File: config.mk
export PLATFORM = sky130hd
export DESIGN_NAME = image_stream_tx
export DESIGN_NICKNAME = d
export VERILOG_FILES = /design/src/rtl/image_stream_tx.sv
export SDC_FILE = /design/constraint.sdc
export NUM_CORES = 1
export LEC_CHECK = 0
export ABC_AREA = 1
export BUFFER_PORTS_ARGS = -buffer_cell sky130_fd_sc_hd__buf_2
export CORE_MARGIN = 2
export CORE_UTILIZATION = 30
export CTS_CLUSTER_SIZE = 28
export DETAILED_ROUTE_END_ITERATION = 10
export SLEW_MARGIN = 20
export SYNTH_ARGS = -nofsm -noshare
export SYNTH_HDL_FRONTEND = slang
export SYNTH_SLANG_ARGS = --single-unit
export TNS_END_PERCENT = 1
File: constraint.sdc
create_clock -name clk -period 2.91 [get_ports clk]
set_input_delay 0.4365 -clock clk [delete_from_list [all_inputs] [get_ports clk]]
set_output_delay 0.4365 -clock clk [all_outputs]
set_load 0.05 [all_outputs]
File: src/rtl/image_stream_tx.sv
// image_stream_tx: serialises a WIDTH x HEIGHT frame of packed RGB pixels,
// read from an external pixel memory in raster order, into a byte stream
// (R, G, B per pixel). A one-pixel prefetch keeps the stream gapless while
// the sink holds byte_ready high.
//
// Optional feature macro: IMAGE_TX_CHECKSUM_EN adds a 16-bit running sum
// of the transferred bytes on the checksum port.
//
// state   | meaning
// --------+-----------------------------------------------------------
// S_IDLE  | waiting for start after reset
// S_FETCH | first pixel read issued (pix_rd high), frame_start pulse
// S_SEND  | streaming bytes of the current pixel
// S_DONE  | frame fully sent, done held until the next start

module image_stream_tx #(
    parameter int WIDTH  = 350,
    parameter int HEIGHT = 350,
    parameter int ADDR_W = 17
) (
    input  logic              clk,
    input  logic              reset,
    input  logic              start,
    output logic              pix_rd,
    output logic [ADDR_W-1:0] pix_addr,
    input  logic [23:0]       pix_rdata,
    output logic [7:0]        byte_out,
    output logic              byte_valid,
    input  logic              byte_ready,
    output logic              frame_start,
    output logic              busy,
    output logic              done
`ifdef IMAGE_TX_CHECKSUM_EN
    ,
    output logic [15:0]       checksum
`endif
);

    localparam int COL_W = (WIDTH  > 1) ? $clog2(WIDTH)  : 1;
    localparam int ROW_W = (HEIGHT > 1) ? $clog2(HEIGHT) : 1;

    typedef enum logic [1:0] {
        S_IDLE  = 2'd0,
        S_FETCH = 2'd1,
        S_SEND  = 2'd2,
        S_DONE  = 2'd3
    } state_t;

    localparam logic [1:0] PH_R = 2'd0;
    localparam logic [1:0] PH_G = 2'd1;
    localparam logic [1:0] PH_B = 2'd2;

    state_t              state_q, state_d;
    logic [1:0]          phase_q;
    logic [COL_W-1:0]    col_q;
    logic [ROW_W-1:0]    row_q;
    logic [ADDR_W-1:0]   cur_idx_q;
    logic [23:0]         out_pix_q;
    logic                out_empty_q;   // first pixel not yet captured; forward pix_rdata
    logic [23:0]         pf_data_q;
    logic                pf_valid_q;
    logic                rd_arr_q;      // read data is on pix_rdata this cycle
    logic [23:0]         cur_word;
    logic                launch;
    logic                xfer;
    logic                last_pix;

    assign launch   = start && ((state_q == S_IDLE) || (state_q == S_DONE));
    assign xfer     = (state_q == S_SEND) && byte_ready;
    assign last_pix = (row_q == ROW_W'(HEIGHT - 1)) && (col_q == COL_W'(WIDTH - 1));
    assign cur_word = out_empty_q ? pix_rdata : out_pix_q;

    // State register.
    always_ff @(posedge clk) begin
        if (reset) state_q <= S_IDLE;
        else       state_q <= state_d;
    end

    // Next-state decode and state-derived outputs.
    always_comb begin
        state_d     = state_q;
        byte_valid  = 1'b0;
        busy        = 1'b0;
        done        = 1'b0;
        frame_start = 1'b0;
        case (state_q)
            S_IDLE: begin
                if (start) state_d = S_FETCH;
            end
            S_FETCH: begin
                busy        = 1'b1;
                frame_start = 1'b1;
                state_d     = S_SEND;
            end
            S_SEND: begin
                busy       = 1'b1;
                byte_valid = 1'b1;
                if (xfer && (phase_q == PH_B) && last_pix) state_d = S_DONE;
            end
            S_DONE: begin
                done = 1'b1;
                if (start) state_d = S_FETCH;
            end
            default: state_d = S_IDLE;
        endcase
    end

    // Byte select for the current phase.
    always_comb begin
        byte_out = cur_word[7:0];
        case (phase_q)
            PH_R:    byte_out = cur_word[23:16];
            PH_G:    byte_out = cur_word[15:8];
            default: byte_out = cur_word[7:0];
        endcase
    end

    // Read issue, pixel position, output/prefetch registers and byte phase.
    always_ff @(posedge clk) begin
        if (reset) begin
            pix_rd      <= 1'b0;
            pix_addr    <= '0;
            rd_arr_q    <= 1'b0;
            phase_q     <= PH_R;
            col_q       <= '0;
            row_q       <= '0;
            cur_idx_q   <= '0;
            out_pix_q   <= '0;
            out_empty_q <= 1'b0;
            pf_data_q   <= '0;
            pf_valid_q  <= 1'b0;
        end else begin
            rd_arr_q <= pix_rd;
            pix_rd   <= 1'b0;
            case (state_q)
                S_IDLE, S_DONE: begin
                    if (start) begin
                        pix_rd      <= 1'b1;
                        pix_addr    <= '0;
                        phase_q     <= PH_R;
                        col_q       <= '0;
                        row_q       <= '0;
                        cur_idx_q   <= '0;
                        pf_valid_q  <= 1'b0;
                        out_empty_q <= 1'b1;
                    end
                end
                S_SEND: begin
                    // The first word lands during the first SEND cycle and is
                    // forwarded combinationally until it is registered here.
                    if (rd_arr_q && out_empty_q) begin
                        out_pix_q   <= pix_rdata;
                        out_empty_q <= 1'b0;
                    end else if (rd_arr_q && !(xfer && (phase_q == PH_B))) begin
                        pf_data_q  <= pix_rdata;
                        pf_valid_q <= 1'b1;
                    end
                    if (xfer) begin
                        case (phase_q)
                            PH_R: begin
                                phase_q <= PH_G;
                                if (!last_pix) begin
                                    pix_rd   <= 1'b1;
                                    pix_addr <= cur_idx_q + ADDR_W'(1);
                                end
                            end
                            PH_G: phase_q <= PH_B;
                            default: begin
                                phase_q <= PH_R;
                                if (!last_pix) begin
                                    cur_idx_q <= cur_idx_q + ADDR_W'(1);
                                    if (col_q == COL_W'(WIDTH - 1)) begin
                                        col_q <= '0;
                                        row_q <= row_q + ROW_W'(1);
                                    end else begin
                                        col_q <= col_q + COL_W'(1);
                                    end
                                    // Prefetch arriving on this same edge bypasses the register.
                                    if (pf_valid_q) begin
                                        out_pix_q  <= pf_data_q;
                                        pf_valid_q <= 1'b0;
                                    end else begin
                                        out_pix_q <= pix_rdata;
                                    end
                                end
                            end
                        endcase
                    end
                end
                default: ;
            endcase
        end
    end

`ifdef IMAGE_TX_CHECKSUM_EN
    // Running modulo-2^16 sum of transferred bytes, cleared at frame start.
    always_ff @(posedge clk) begin
        if (reset)     checksum <= '0;
        else if (launch) checksum <= '0;
        else if (xfer) checksum <= checksum + {8'h00, byte_out};
    end
`endif

endmodule

# --- Word-level counts from Yosys, hierarchy flattened ---
# Cells that the tools add are included.
totals:
  ff_bits: 108
  wordCells: 105
classes:
  bitwise_logic: 1
  mux: 53
  eq_ne: 15
  addsub: 3
  n_reduce_logical: 21
ops:
  columns: ["cell", "count"]
  rows:
  - ["24-bit 2-to-1 mux", 6]
  - ["17-bit 2-to-1 mux", 6]
  - ["9-bit 2-to-1 mux", 9]
  - ["17-bit one-hot mux with 2 select lines", 2]
  - ["9-bit one-hot mux with 2 select lines", 2]
  - ["9-bit by 1-bit adder with 9-bit output, second input constant", 2]
  - ["9-bit == test, second input constant", 2]
  - ["17-bit by 1-bit adder with 17-bit output, second input constant", 1]
  - ["1-bit 2-to-1 mux", 17]
  - ["8-bit one-hot mux with 2 select lines", 1]
  - ["2-bit by 1-bit inequality test with 1-bit output, second input constant", 5]
  - ["5-bit AND reduction", 2]
  - ["3-bit AND reduction", 3]
  - ["2-bit 2-to-1 mux", 4]
  - ["2-bit one-hot mux with 2 select lines", 2]
  - ["2-bit == test, second input constant", 3]
  - ["1-bit logical AND", 6]
  - ["2-bit inequality test, second input constant", 3]
  - ["1-bit one-hot mux with 2 select lines", 3]
  - ["2-bit one-hot mux with 3 select lines", 1]
  - ["6-bit AND reduction", 1]
  - ["2-bit OR reduction", 3]
  - ["2-bit by 1-bit == test with 1-bit output, second input constant", 2]
  - ["2-bit zero test", 2]
  - ["4 further kinds", 5]

# --- Longest topological paths before layout ---
logic_depth:
  word_depth: 12
  depth_mapped: 14

# --- Least setup slack after synthesis ---
# No wires, ideal clock.
synth_timing:
  path_type: "flip-flop to flip-flop"
  from: "register state_q[0]"
  to: "register pix_addr[6]"
  arrival_time_ps: 2040
  setup_slack_ps: 757
  n_path_buf: 3
  stages_incl_launch_ff: 11
  required_ps: 2796
  period_less_slack_ps: 2153
  path_cell_list: "dfxtp_1 -> inv_1 -> ha_1 -> buf_4 -> o21ai_1 -> nor2_2 -> nand3_2 -> buf_6 -> buf_6 -> a21oi_1 -> nor2_1"
synth_via:
  elab_chain_len: 4
synth_lines:
  columns: ["element", "line_no", "source"]
  rows:
  - ["from (decl)", "53", "state_t state_q, state_d;"]
  - ["from (signal assigned)", "76", "else state_q <= state_d;"]
  - ["2-bit == test, or another cell as far along", "135", "case (state_q)"]
  - ["2-bit OR reduction (no source line) or 1-bit logical AND (tied branches)", null, null]
  - ["2-bit by 1-bit inequality test with 1-bit output (no source line), or another cell as far along", null, null]
  - ["5-bit AND reduction (no source line)", null, null]
  - ["to (signal assigned)", "164", "pix_addr <= cur_idx_q + ADDR_W'(1);"]
  - ["to (decl)", "25", "output logic [ADDR_W-1:0] pix_addr,"]
# Several ways; a longest one is shown, not always the timed one.
# A chain may end at the register's enable or synchronous reset.

# --- Final worst setup path ---
layout_timing:
  from: "register phase_q[0]"
  to: "output port byte_out[5]"
layout_via:
  elab_chain_len: 2
layout_lines:
  columns: ["element", "line_no", "source"]
  rows:
  - ["from (decl)", "54", "logic [1:0] phase_q;"]
  - ["from (signal assigned)", "124", "phase_q <= PH_R;"]
  - ["from (signal assigned)", "140", "phase_q <= PH_R;"]
  - ["from (signal assigned)", "161", "phase_q <= PH_G;"]
  - ["2-bit by 1-bit == test with 1-bit output or 2-bit zero test (tied branches)", "111", "case (phase_q)"]
  - ["8-bit one-hot mux with 2 select lines *", "111", null]
  - ["to (decl)", "27", "output logic [7:0] byte_out,"]
# Every way passes the cells marked *; elsewhere a longest branch is shown, timed or not.

==> summary.txt <==
Clock network
  – Root buffer cell: clkbuf_16
  – CTS Buf Count: 9
  – Setup bufs post-CTS: 0
  – Hold_buf cts: 0
  – Latest clock arrival within the worst-skew pair: 0.36 ns
  – Clock sinks: 108
  – H-Tree Depth: 3
  – Clock slew at reported path FFs: 0.08 ns
  – Clock Path Buffers: 2
  – TritonCTS clock tree: yes
  – CTS resizes: 0

Logic synthesis
  – Largest cells by area after synthesis: dfxtp_1 35%, nand2_1 14%, o21ai_0 9.2%
  – Cell taking the most area after synthesis: dfxtp_1
  – Share of async-settable or async-resettable flops after synthesis: 0
  – Netlist Area Pre-Place: about 6200 µm²
  – Yosys Warn Count: 0
  – Synth Instances: 998
  – Syn Nets: 1034
  – EDFF count, synth: 0
  – Synth Area per Inst: 6.256 µm²
  – Flops & latches, synth: between 100 and 150
  – Most frequent cells after synthesis: 240 x nand2_1, 121 x inv_1, 115 x o21ai_0, 113 x nor2_1, 108 x dfxtp_1
  – Ys flop type: dfxtp_1
  – Area share of the largest cell type after synthesis: 0.3463
  – Yosys cell types: 39
  – Sequential-to-total area share from yosys stat: 0.3463
  – Most frequent cell after synthesis: nand2_1

Detailed routing
  – Iteration-0 DRC Markers: 396
  – Remaining DRCs: 0
  – DR pass1 iterations: 5
  – Drt wl/cell: 12.96 µm
  – Via count: 6230
  – Drt total wl: ~17000 µm
  – Vias per cell: 4.789
  – Antenna-violating nets left: 0

Global route
  – First-pass GRT wire length: ~28000 µm
  – Largest net degree at the start of global routing: 48
  – Initial antenna violation count: 0
  – Gr usage total: 0.1574
  – Vias in the first global route: 5670
  – GRT overflow: 0

Run
  – MaxCap Viol Count: 0

Finish
  – Area grow syn2layout: 12.59%
  – Ant. Diodes: 0
  – Final net count: 1062
  – Filler cells: roughly 2300
  – Share of cells above drive strength 1: 0.1067
  – Finished Cell Area: ~7000 µm²
  – Core Util, Final: 0.3463

Floorplanning
  – Die area: 21980 µm²
  – Chip height: 148.3 µm
  – Std cell rows: 52
  – Core Footprint: a little over 20000 µm²
  – Initial Util: 0.3076
  – Die width: 148.3 µm
  – I/O Pins: 58

Timing
  – Hold_ws: 0.3582 ns
  – Final setup vio count: 0
  – Max Fclk: 0.3829 GHz
  – Slew Limit Headroom: 0.3691
  – Post-layout minimum cycle time: 2.612 ns
  – Setup TNS: 0 ns
  – Clk_skew: 0.009841 ns
  – Hold Fails Final Rpt: 0
  – Final Cycle Share: 0.8975
  – RSZ-0062 raised after global routing: no
  – Fin. max-slew vios: 0
  – Worst slew pin tran: between 0.9 and 1 ns

Placement
  – PortBufs: 57
  – Dpl cell area: 6719 µm²
  – RePlAce Congestion: 0.8150
  – Hpwl dp: 11250 µm

Pwr
  – Pwr dens: a little under 800 nW/µm²
  – Lkg Pwr: 2.926 nW
  – Peak VDD IR: between 0.5 and 0.6 mV
  – Total power: 5.588 mW

Run status
  – Status: finished clean

Min path
  – Worst Hold Class: in -> reg

Setup path
  – Critical Path Sink Type: output port
  – Worst-path maximum fanout: 9
  – CP Data Arrival Time: around 2.2 ns
  – Crit Path Class: reg -> out
  – Startpoint Class: flop
  – Worst path required time: approximately 2.5 ns
## routing by layer
| layer | GRT usage | part of all wire | up-vias |
|---|---|---|---|
| met5 | 0 | 0 | - |
| met4 | 0.03571 | 0.0086 | 0 |
| met3 | 0.02945 | 0.044 | 13 |
| met2 | 0.2475 | 0.45 | 142 |
| met1 | 0.2240 | 0.50 | 2812 |
| li1 | - | - | 3263 |
## registers in the layout, indices dropped and copies added, names as in the netlist
name         cells
pix_rd           1
out_pix_q       24
col_q            9
pix_addr        17
pf_valid_q       1
phase_q          2
state_q          2
rd_arr_q         1
cur_idx_q       17
row_q            9
pf_data_q       24
out_empty_q      1
## power breakdown
group          internal [mW]  switching, mW  total (mW)
Combinational          0.634           1.84        2.48
Clock                  0.706          0.593        1.30
Sequential              1.67          0.145        1.81
Total                   3.01           2.58        5.59
## cell families (layout without fill, tap and decap cells)
logic type	count (synthesis)	in the layout	share of synthesized area
flops	108	108	0.3463
xor+xnor	5	5	0.007014
simple gates	471	471	0.3224
compound gates	226	226	0.1896
fa+ha+maj	8	8	0.01603
buf+inv	180	213	0.1186
## critical path: stages, from the launching register on
cell and delay [ns]:
dfxtp_1 0.38, inv_1 0.06, nor2_1 0.53, o21ai_0 0.19
o221ai_1 0.32, buf_2 0.33
## final timing paths
check	slack [ns]	endpoint	start	cells after the start
min	0.36	pf_data_q[12]	pix_rdata[12]	3
max	0.30	byte_out[5]	phase_q[0]	5
min reg2reg	0.43	rd_arr_q	pix_rd	2
max reg2reg	0.50	pix_addr[6]	state_q[0]	8
## metrics by stage
step	setup WS [ns]	std cells
after floorplan	0.7565	998
after global placement	0.5546	1285
after detailed placement	0.4501	1285
after CTS	0.3371	1301
after global routing	0.1574	1301
final	0.2983	1301
## cells in the final DEF (no fill, tap or decap), types with 2 or more instances in the layout
cell         n
a21oi_1     91
clkbuf_16    9
o21ai_0    115
nor2_2       3
o21bai_1     4
buf_2       57
nor2_4       3
inv_2        4
o221ai_1     7
buf_4       13
nor3_1       8
nand4_1      9
a22oi_1      2
inv_6        2
nor2_1     113
nor3b_1      2
o22ai_1      2
nor2b_1      3
a31oi_1      2
inv_1      120
clkinv_1     2
nand2_2      8
ha_1         7
dfxtp_1    108
nand2_1    240
nand3_1     75
xnor2_1      4
## layout make-up
| type | count | area, µm² | share of cell area |
|---|---|---|---|
| multi-input cells | 710 | 3343 | 0.4756 |
| flip-flops and latches | 108 | 2162 | 0.3076 |
| inverters | 126 | 473.0 | 0.06728 |
| repair buffers | 71 | 402.9 | 0.05732 |
| well taps | 270 | 337.8 | 0.04806 |
| clock buffers | 11 | 242.7 | 0.03453 |
| clock inverters | 5 | 67.56 | 0.009612 |
(Power assumes the default switching activity.)
